$ cat src/rtl/word_sel_seq.sv
// N:1 word selector with a registered valid/ready output slot.
// Direct mode muxes one channel per cycle; stream mode snapshots all channels and emits them in order.
module word_sel_seq #(
  parameter  int DW  = 32,
  parameter  int NCH = 8,
  localparam int SW  = $clog2(NCH)
) (
  input  logic              clk_i,
  input  logic              rst_n_i,
  input  logic              mode_i,
  input  logic [SW-1:0]     sel_i,
  input  logic [NCH*DW-1:0] din_i,
  input  logic              start_i,
  input  logic              ready_i,
  output logic              valid_o,
  output logic [DW-1:0]     dout_o,
  output logic [SW-1:0]     idx_o,
  output logic              busy_o,
  output logic              done_o,
  output logic              err_o
);

  localparam logic [SW:0] NCH_W = (SW+1)'(NCH);

  typedef enum logic {IDLE, STREAM} state_t;

  state_t         state_q, state_d;
  logic [DW-1:0]  snap_q [NCH];
  logic [DW-1:0]  snap_d [NCH];
  logic [DW-1:0]  din_ch [NCH];
  logic [SW:0]    cnt_q, cnt_d;
  logic           valid_q, valid_d;
  logic [DW-1:0]  dout_q, dout_d;
  logic [SW-1:0]  idx_q, idx_d;
  logic           done_q, done_d;
  logic           err_q, err_d;
  logic           slot_free;

  always_comb begin
    for (int unsigned k = 0; k < NCH; k++) begin
      din_ch[k] = din_i[k*DW +: DW];
    end
  end

  always_comb begin
    state_d   = state_q;
    snap_d    = snap_q;
    cnt_d     = cnt_q;
    valid_d   = valid_q;
    dout_d    = dout_q;
    idx_d     = idx_q;
    done_d    = 1'b0;
    err_d     = 1'b0;
    slot_free = !valid_q || ready_i;

    unique case (state_q)
      IDLE: begin
        if (mode_i) begin
          if (start_i) begin
            // Start discards any pending direct word even under backpressure.
            snap_d  = din_ch;
            cnt_d   = '0;
            valid_d = 1'b0;
            state_d = STREAM;
          end else if (slot_free) begin
            valid_d = 1'b0;
          end
        end else if (slot_free) begin
          if ({1'b0, sel_i} < NCH_W) begin
            dout_d  = din_ch[sel_i];
            idx_d   = sel_i;
            valid_d = 1'b1;
          end else begin
            dout_d  = '0;
            idx_d   = '0;
            valid_d = 1'b0;
            err_d   = 1'b1;
          end
        end
      end
      STREAM: begin
        if (slot_free) begin
          if (cnt_q < NCH_W) begin
            dout_d  = snap_q[cnt_q[SW-1:0]];
            idx_d   = cnt_q[SW-1:0];
            valid_d = 1'b1;
            cnt_d   = cnt_q + (SW+1)'(1);
          end else if (valid_q && ready_i) begin
            valid_d = 1'b0;
            done_d  = 1'b1;
            state_d = IDLE;
          end
        end
      end
      default: state_d = IDLE;
    endcase
  end

  always_ff @(posedge clk_i) begin
    if (!rst_n_i) begin
      state_q <= IDLE;
      for (int unsigned k = 0; k < NCH; k++) begin
        snap_q[k] <= '0;
      end
      cnt_q   <= '0;
      valid_q <= 1'b0;
      dout_q  <= '0;
      idx_q   <= '0;
      done_q  <= 1'b0;
      err_q   <= 1'b0;
    end else begin
      state_q <= state_d;
      snap_q  <= snap_d;
      cnt_q   <= cnt_d;
      valid_q <= valid_d;
      dout_q  <= dout_d;
      idx_q   <= idx_d;
      done_q  <= done_d;
      err_q   <= err_d;
    end
  end

  assign valid_o = valid_q;
  assign dout_o  = dout_q;
  assign idx_o   = idx_q;
  assign busy_o  = (state_q == STREAM);
  assign done_o  = done_q;
  assign err_o   = err_q;

endmodule

$ cat config.mk
export PLATFORM = sky130hd
export DESIGN_NAME = word_sel_seq
export DESIGN_NICKNAME = d
export VERILOG_FILES = /design/src/rtl/word_sel_seq.sv
export SDC_FILE = /design/constraint.sdc
export NUM_CORES = 1
export LEC_CHECK = 0
export BUFFER_PORTS_ARGS = -buffer_cell sky130_fd_sc_hd__buf_2
export CAP_MARGIN = 20
export CORE_ASPECT_RATIO = 1.2
export CORE_MARGIN = 2
export CORE_UTILIZATION = 55
export DETAILED_ROUTE_END_ITERATION = 12
export PLACE_DENSITY_LB_ADDON = 0.12
export SLEW_MARGIN = 15
export SYNTH_ARGS = -nofsm -noshare
export SYNTH_HDL_FRONTEND = slang
export SYNTH_SLANG_ARGS = --single-unit
$ cat constraint.sdc
create_clock -name clk_i -period 2 [get_ports clk_i]
set_input_delay 0.4 -clock clk_i [delete_from_list [all_inputs] [get_ports clk_i]]
set_output_delay 0.4 -clock clk_i [all_outputs]
set_load 0.02 [all_outputs]
==> results of run 1 <==
[state kept, by name, indices dropped and copies added (netlist names)]
register	count
snap_q	256
valid_o	1
done_o	1
dout_o	32
idx_o	3
busy_o	1
cnt_q	4
[critical path, stage by stage, from the launching register on]
cell and delay, ns:
dfxtp_2 0.43, buf_6 0.28, buf_2 0.22
[routing by layer]
layer  track usage (%)  share of wire [%]  vias up
li1                  -                  -     6282
met1             40.33                 41     6449
met2             49.42                 48      607
met3             4.975                8.6       87
met4             9.815                2.6        2
met5                 0              0.037        -
[power groups by stage]
stage	Sequential [W]	Combinational [W]	Clock, W
after global placement	0.00653	0.00216	0
final	0.00642	0.00222	0.00594
after CTS	0.00642	0.00221	0.00600
after detailed placement	0.00655	0.00220	0
after global routing	0.00645	0.00240	0.00626
after floorplan	0.00660	0.00128	0
[final timing paths]
kind / start / to / slack (ns) / depth (start not counted)
worst max register to register: busy_o$_SDFF_PN0_ / dout_o[21]$_SDFFE_PN0P_ / 0.13 / 6
worst min-delay path: din_i[60] / snap_q[220]$_SDFFE_PN0P_ / 0.09 / 3
worst min register to register: snap_q[25]$_SDFFE_PN0P_ / snap_q[25]$_SDFFE_PN0P_ / 0.45 / 2
worst max-delay path: busy_o$_SDFF_PN0_ / busy_o / 0.11 / 2
[through the flow]
stage          instances  setup WS (ns)  cell area (um2)
2_1_floorplan       1661         0.2378            14390
3_3_place_gp        2202        0.03412            16380
3_5_place_dp        2202       -0.04572            16380
4_1_cts             2256        0.02239            17430
5_1_grt             2262        0.05549            17450
6_report            2265         0.1146            17460
[layout by cell type, fill, tap and decap left out, types with 6 or more instances in the layout]
cell / netlist / layout
a21oi_1: 267 / 267
o32ai_1: 19 / 19
buf_4: 13 / 37
nor3_1: 20 / 20
mux4_2: 81 / 81
o21ai_0: 25 / 25
a211oi_1: 26 / 26
nand3_1: 9 / 9
diode_2: 0 / 8
mux2i_1: 114 / 114
nand2_1: 536 / 536
nor2b_1: 21 / 21
o22ai_1: 19 / 19
dfxtp_1: 298 / 295
clkinv_2: 0 / 6
nor2_1: 34 / 34
clkbuf_8: 1 / 7
buf_12: 1 / 25
clkbuf_16: 0 / 32
buf_2: 34 / 298
[cells by family (layout without fill, tap and decap cells)]
group,after synthesis,count (layout),synth area share (%)
flip-flops,298,298,41.46
buffers and inverters,152,418,5.095
other,1,9,0.02606
AO/OA/AOI/OAI,376,376,14.82
multiplexers,200,200,21.10
AND/OR/NAND/NOR,632,632,17.36
XOR/XNOR,1,1,0.06088
adder cells (fa/ha/maj),1,1,0.08694
[cell type report]
cell class | instances | area (um2) | area share (%)
Clock buffer | 42 | 908.4 | 5.204
Inverter | 2 | 15.01 | 0.08601
Antenna cell | 8 | 20.02 | 0.1147
Clock inverter | 12 | 143.9 | 0.8243
Tap cell | 330 | 412.9 | 2.365
Timing Repair Buffer | 362 | 2286 | 13.09
Multi-Input combinational cell | 1211 | 7696 | 44.09
Sequential cell | 298 | 5974 | 34.22
==> flow_summary.ini, run 1 <==
[outcome]
status = finished clean

[clocking]
post-cts-setup-buffer-count = 0
root_buffer = clkbuf_16
holdBufCountCts = 0
cts_htree_levels = 1
cts_buffers = 30
cts_resized = 0
clk_pin_slew_worst_paths_ns = 0.06
clock-sinks = 298
clk_latency_ns = 0.56
clk_path_buf_depth = 3
cts_tree = done

[route]
post_drt_via_cell_ratio = 5.928
routedWlPerCell_um = 19.03
ant_nets = 0
wirelength_um = 43110
drt_first_pass_iters = 5
drc = 0
num_vias = 13430
drtIter0Drc = 1010

[global_routing]
grt_pass1_wl_um = 65740
grt.total_usage_pct = 30.08
grt_max_degree = 98
grt_pass1_vias = 12690
antenna_found_initial = 9
overflow = 0

[floorplanning]
row_count = 64
die_w_um = 151.7
num_io_pins = 303
core_area_um2 = 25620
initial_core_util_pct = 56.16
fp.dieH_um = 181.2
dieArea_um2 = 27480

[sta]
relSlewSlack_pct = 48.26
clock_skew_ns = 0.01051
min_period_over_period_pct = 94.27
setup_tns_ns = 0
finalSetupViolCount = 0
hold_violations = 0
worstMarginPinSlew_ns = 0.7701
min_period_ns = 1.885
timing.hold.ws_ns = 0.08871
fmax_ghz = 0.5304
grt_setup_unrepaired = false
slew_violations = 0

[final_layout]
drive_above_1_share_pct = 26.36
area_growth_syn_to_layout_pct = 21.31
utilization_pct = 68.13
nets = 2170
fillers = 2195

[setup_path]
worstPathRequired_ns = 1.60
cp-end-kind = output port
arrival_ns = 1.49
crit_type = register to output port
start_kind = register
path_max_fanout = 23

[power]
p_per_area_nw_per_um2 = 835.1
p_int_w = 0.01078
p_leak_nw = 6.597
swShare_pct = 26.04
seqPwrFrac_pct = 44.1
power_w = 0.01458
clkPwrFrac_pct = 40.7
p_comb_share_pct = 15.2
ir_worst_vdd_mv = 0.6617
p_switching_w = 0.003796

[yosys]
syn_inst = 1661
synth_flop_cell = dfxtp_1
ys_warn_count = 0
syn-num-nets = 1926
avgSynthCellArea_um2 = 8.663
synth_area_leader_cell = dfxtp_1
yosysTopAreaCellShare_pct = 41.46
synthTopCellsByCount = nand2_1 (536), dfxtp_1 (298), a21oi_1 (267)
synthTopCellsByArea = dfxtp_1 (41%), nand2_1 (14%), mux4_2 (13%)
synth_edf_count = 0
yosysMostFrequentCell = nand2_1
netlist_area_um2 = 14390
ys_types = 45
async_flop_share_pct = 0
ys_seq_elements = 298
seq_area_frac_synth_pct = 41.46

[placement]
gp_congestion = 0.8812
io_buffers = 301
dp_hpwl_um = 29150

[min_path]
hold_class = input port to register

[run]
max-cap-violations = 0
(Power assumes the default switching activity.)
==> run 2, diff against run 1 <==
--- a/config.mk
+++ b/config.mk
@@ -8,10 +8,10 @@
 export BUFFER_PORTS_ARGS = -buffer_cell sky130_fd_sc_hd__buf_2
 export CAP_MARGIN = 20
 export CORE_ASPECT_RATIO = 1.2
-export CORE_MARGIN = 2
+export CORE_MARGIN = 10
 export CORE_UTILIZATION = 55
 export DETAILED_ROUTE_END_ITERATION = 12
-export PLACE_DENSITY_LB_ADDON = 0.12
+export PLACE_DENSITY = 0.86
 export SLEW_MARGIN = 15
 export SYNTH_ARGS = -nofsm -noshare
 export SYNTH_HDL_FRONTEND = slang
==> run 2 against run 1 <==
Net effect:
- worst setup slack better by 0.093 ns
- power up 2.1%
- largest cell class unchanged
- critical endpoint is now dout_o[6]$_SDFFE_PN0P_
- clock power up 4.7%
- register-to-register slack better by 0.08 ns
- critical path type is now register to register
- die area up 20%
==> flow_summary.ini, run 2 (synthesized netlist as in run 1, its figures left out) <==
[outcome]
status = finished clean

[setup_path]
reg2reg_depth = 6
reg2reg_slack_ns = 0.21
start_kind = register
crit_type = register to register
path_max_fanout = 12
r2r_end = dout_o[6]$_SDFFE_PN0P_
cp-end-kind = register
worstPathRequired_ns = 2.41
crit-reg2reg-launch = cnt_q[0]$_SDFFE_PN0P_
worstSetupStartpoint = cnt_q[0]$_SDFFE_PN0P_
endpoint = dout_o[6]$_SDFFE_PN0P_
arrival_ns = 2.20

[clocking]
root_buffer = clkbuf_16
holdBufCountCts = 0
clk_latency_ns = 0.55
cts_buffers = 30
clock-sinks = 298
clk_path_buf_depth = 3
clk_pin_slew_worst_paths_ns = 0.07
cts_resized = 0
cts_tree = done
post-cts-setup-buffer-count = 0
cts_htree_levels = 1

[min_path]
hold_class = input port to register

[power]
seqPwrFrac_pct = 43.3
p_switching_w = 0.003865
p_per_area_nw_per_um2 = 852.1
clkPwrFrac_pct = 41.8
power_w = 0.01488
p_comb_share_pct = 15.0
ir_worst_vdd_mv = 0.9970
p_leak_nw = 6.596
swShare_pct = 25.97
p_int_w = 0.01102

[floorplanning]
core_area_um2 = 25620
dieArea_um2 = 33060
initial_core_util_pct = 56.16
row_count = 64
fp.dieH_um = 197.2
num_io_pins = 303
die_w_um = 167.7

[final_layout]
area_growth_syn_to_layout_pct = 21.38
largest_register = snap_q
largest_register_ffs = 256
final_common_cell = nand2_1
nets = 2169
final_cell_mix = nand2_1 (536), buf_2 (298), dfxtp_1 (295)
final_cells = 2267
drive_above_1_share_pct = 26.41
utilization_pct = 68.16

[route]
wirelength_um = 46870
ant_nets = 0
num_vias = 13740
drt_first_pass_iters = 5
routedWlPerCell_um = 20.67
post_drt_via_cell_ratio = 6.062
drc = 0
drtIter0Drc = 1505

[sta]
min_period_over_period_pct = 89.60
grt_setup_unrepaired = false
relSlewSlack_pct = 54.26
hold_violations = 0
worstMarginPinSlew_ns = 0.6837
clock_skew_ns = 0.01196
slew_violations = 0
finalSetupViolCount = 0
setup_tns_ns = 0
fmax_ghz = 0.5581
min_period_ns = 1.792
timing.hold.ws_ns = 0.09142

[global_routing]
grt_pass1_wl_um = 72100
grt_pass1_vias = 14130
grt_max_degree = 87
grt.total_usage_pct = 26.45
overflow = 0
antenna_found_initial = 12

[run]
max-cap-violations = 0

[placement]
place_inst = 2202
gp_congestion = 0.9097
dp_hpwl_um = 32930
io_buffers = 301
==> run 2: cell types whose count changed in the layout (fill, tap and decap cells not counted), moves of 2 or more <==
cell       before  now
buf_4          37   41
bufinv_16       3    6
clkbuf_8        7    5
buf_12         25   22
diode_2         8   10
==> run 2: cell type report <==
type / count / area [um2]
antenna: 10 / 25.02
clock buffer: 39 / 855.8
clock inverter: 16 / 245.2
fill: 1953 / 8158
inverter: 2 / 15.01
multi-input combinational: 1211 / 7699
sequential: 298 / 5974
tap: 330 / 412.9
timing repair buffer: 361 / 2240
==> run 2: per-stage QoR <==
step	area, um2	worst slack, ns
finish	17470	0.2081
global route	17460	0.1345
CTS	17440	0.2071
detailed placement	16340	-0.01627
global placement	16340	0.06498
floorplan	14390	0.2378
==> run 2: layer usage <==
layer  part of all wire [%]  GRT usage (%)
met4                    4.7          14.40
met3                    8.8          5.394
met5                  0.077              0
met1                     36          30.54
met2                     50          45.21
==> run 2: worst max-delay path, stage by stage, from the launching register on <==
cell     delay (ns)
dfxtp_4        0.51
buf_4          0.22
buf_4          0.26
mux2i_1        0.24
nor2_1         0.06
nor3_1         0.24
o32ai_1        0.12
==> run 2: how the worst min path moves through the flow <==
stage | depth (start not counted) | endpoint | startpoint
finish | 3 | snap_q[57]$_SDFFE_PN0P_ | din_i[217]
global route | 3 | snap_q[14]$_SDFFE_PN0P_ | din_i[238]
CTS | 3 | snap_q[57]$_SDFFE_PN0P_ | din_i[217]
detailed placement | 2 | snap_q[224]$_SDFFE_PN0P_ | snap_q[224]$_SDFFE_PN0P_
global placement | 2 | snap_q[252]$_SDFFE_PN0P_ | snap_q[252]$_SDFFE_PN0P_
floorplan | 2 | snap_q[173]$_SDFFE_PN0P_ | snap_q[173]$_SDFFE_PN0P_
==> run 2: power by group through the flow <==
stage / combinational (W) / sequential [W] / clock (W)
floorplan: 0.00128 / 0.00660 / 0
global placement: 0.00213 / 0.00654 / 0
CTS: 0.00220 / 0.00643 / 0.00624
finish: 0.00223 / 0.00644 / 0.00622
detailed placement: 0.00219 / 0.00656 / 0
global route: 0.00240 / 0.00646 / 0.00648
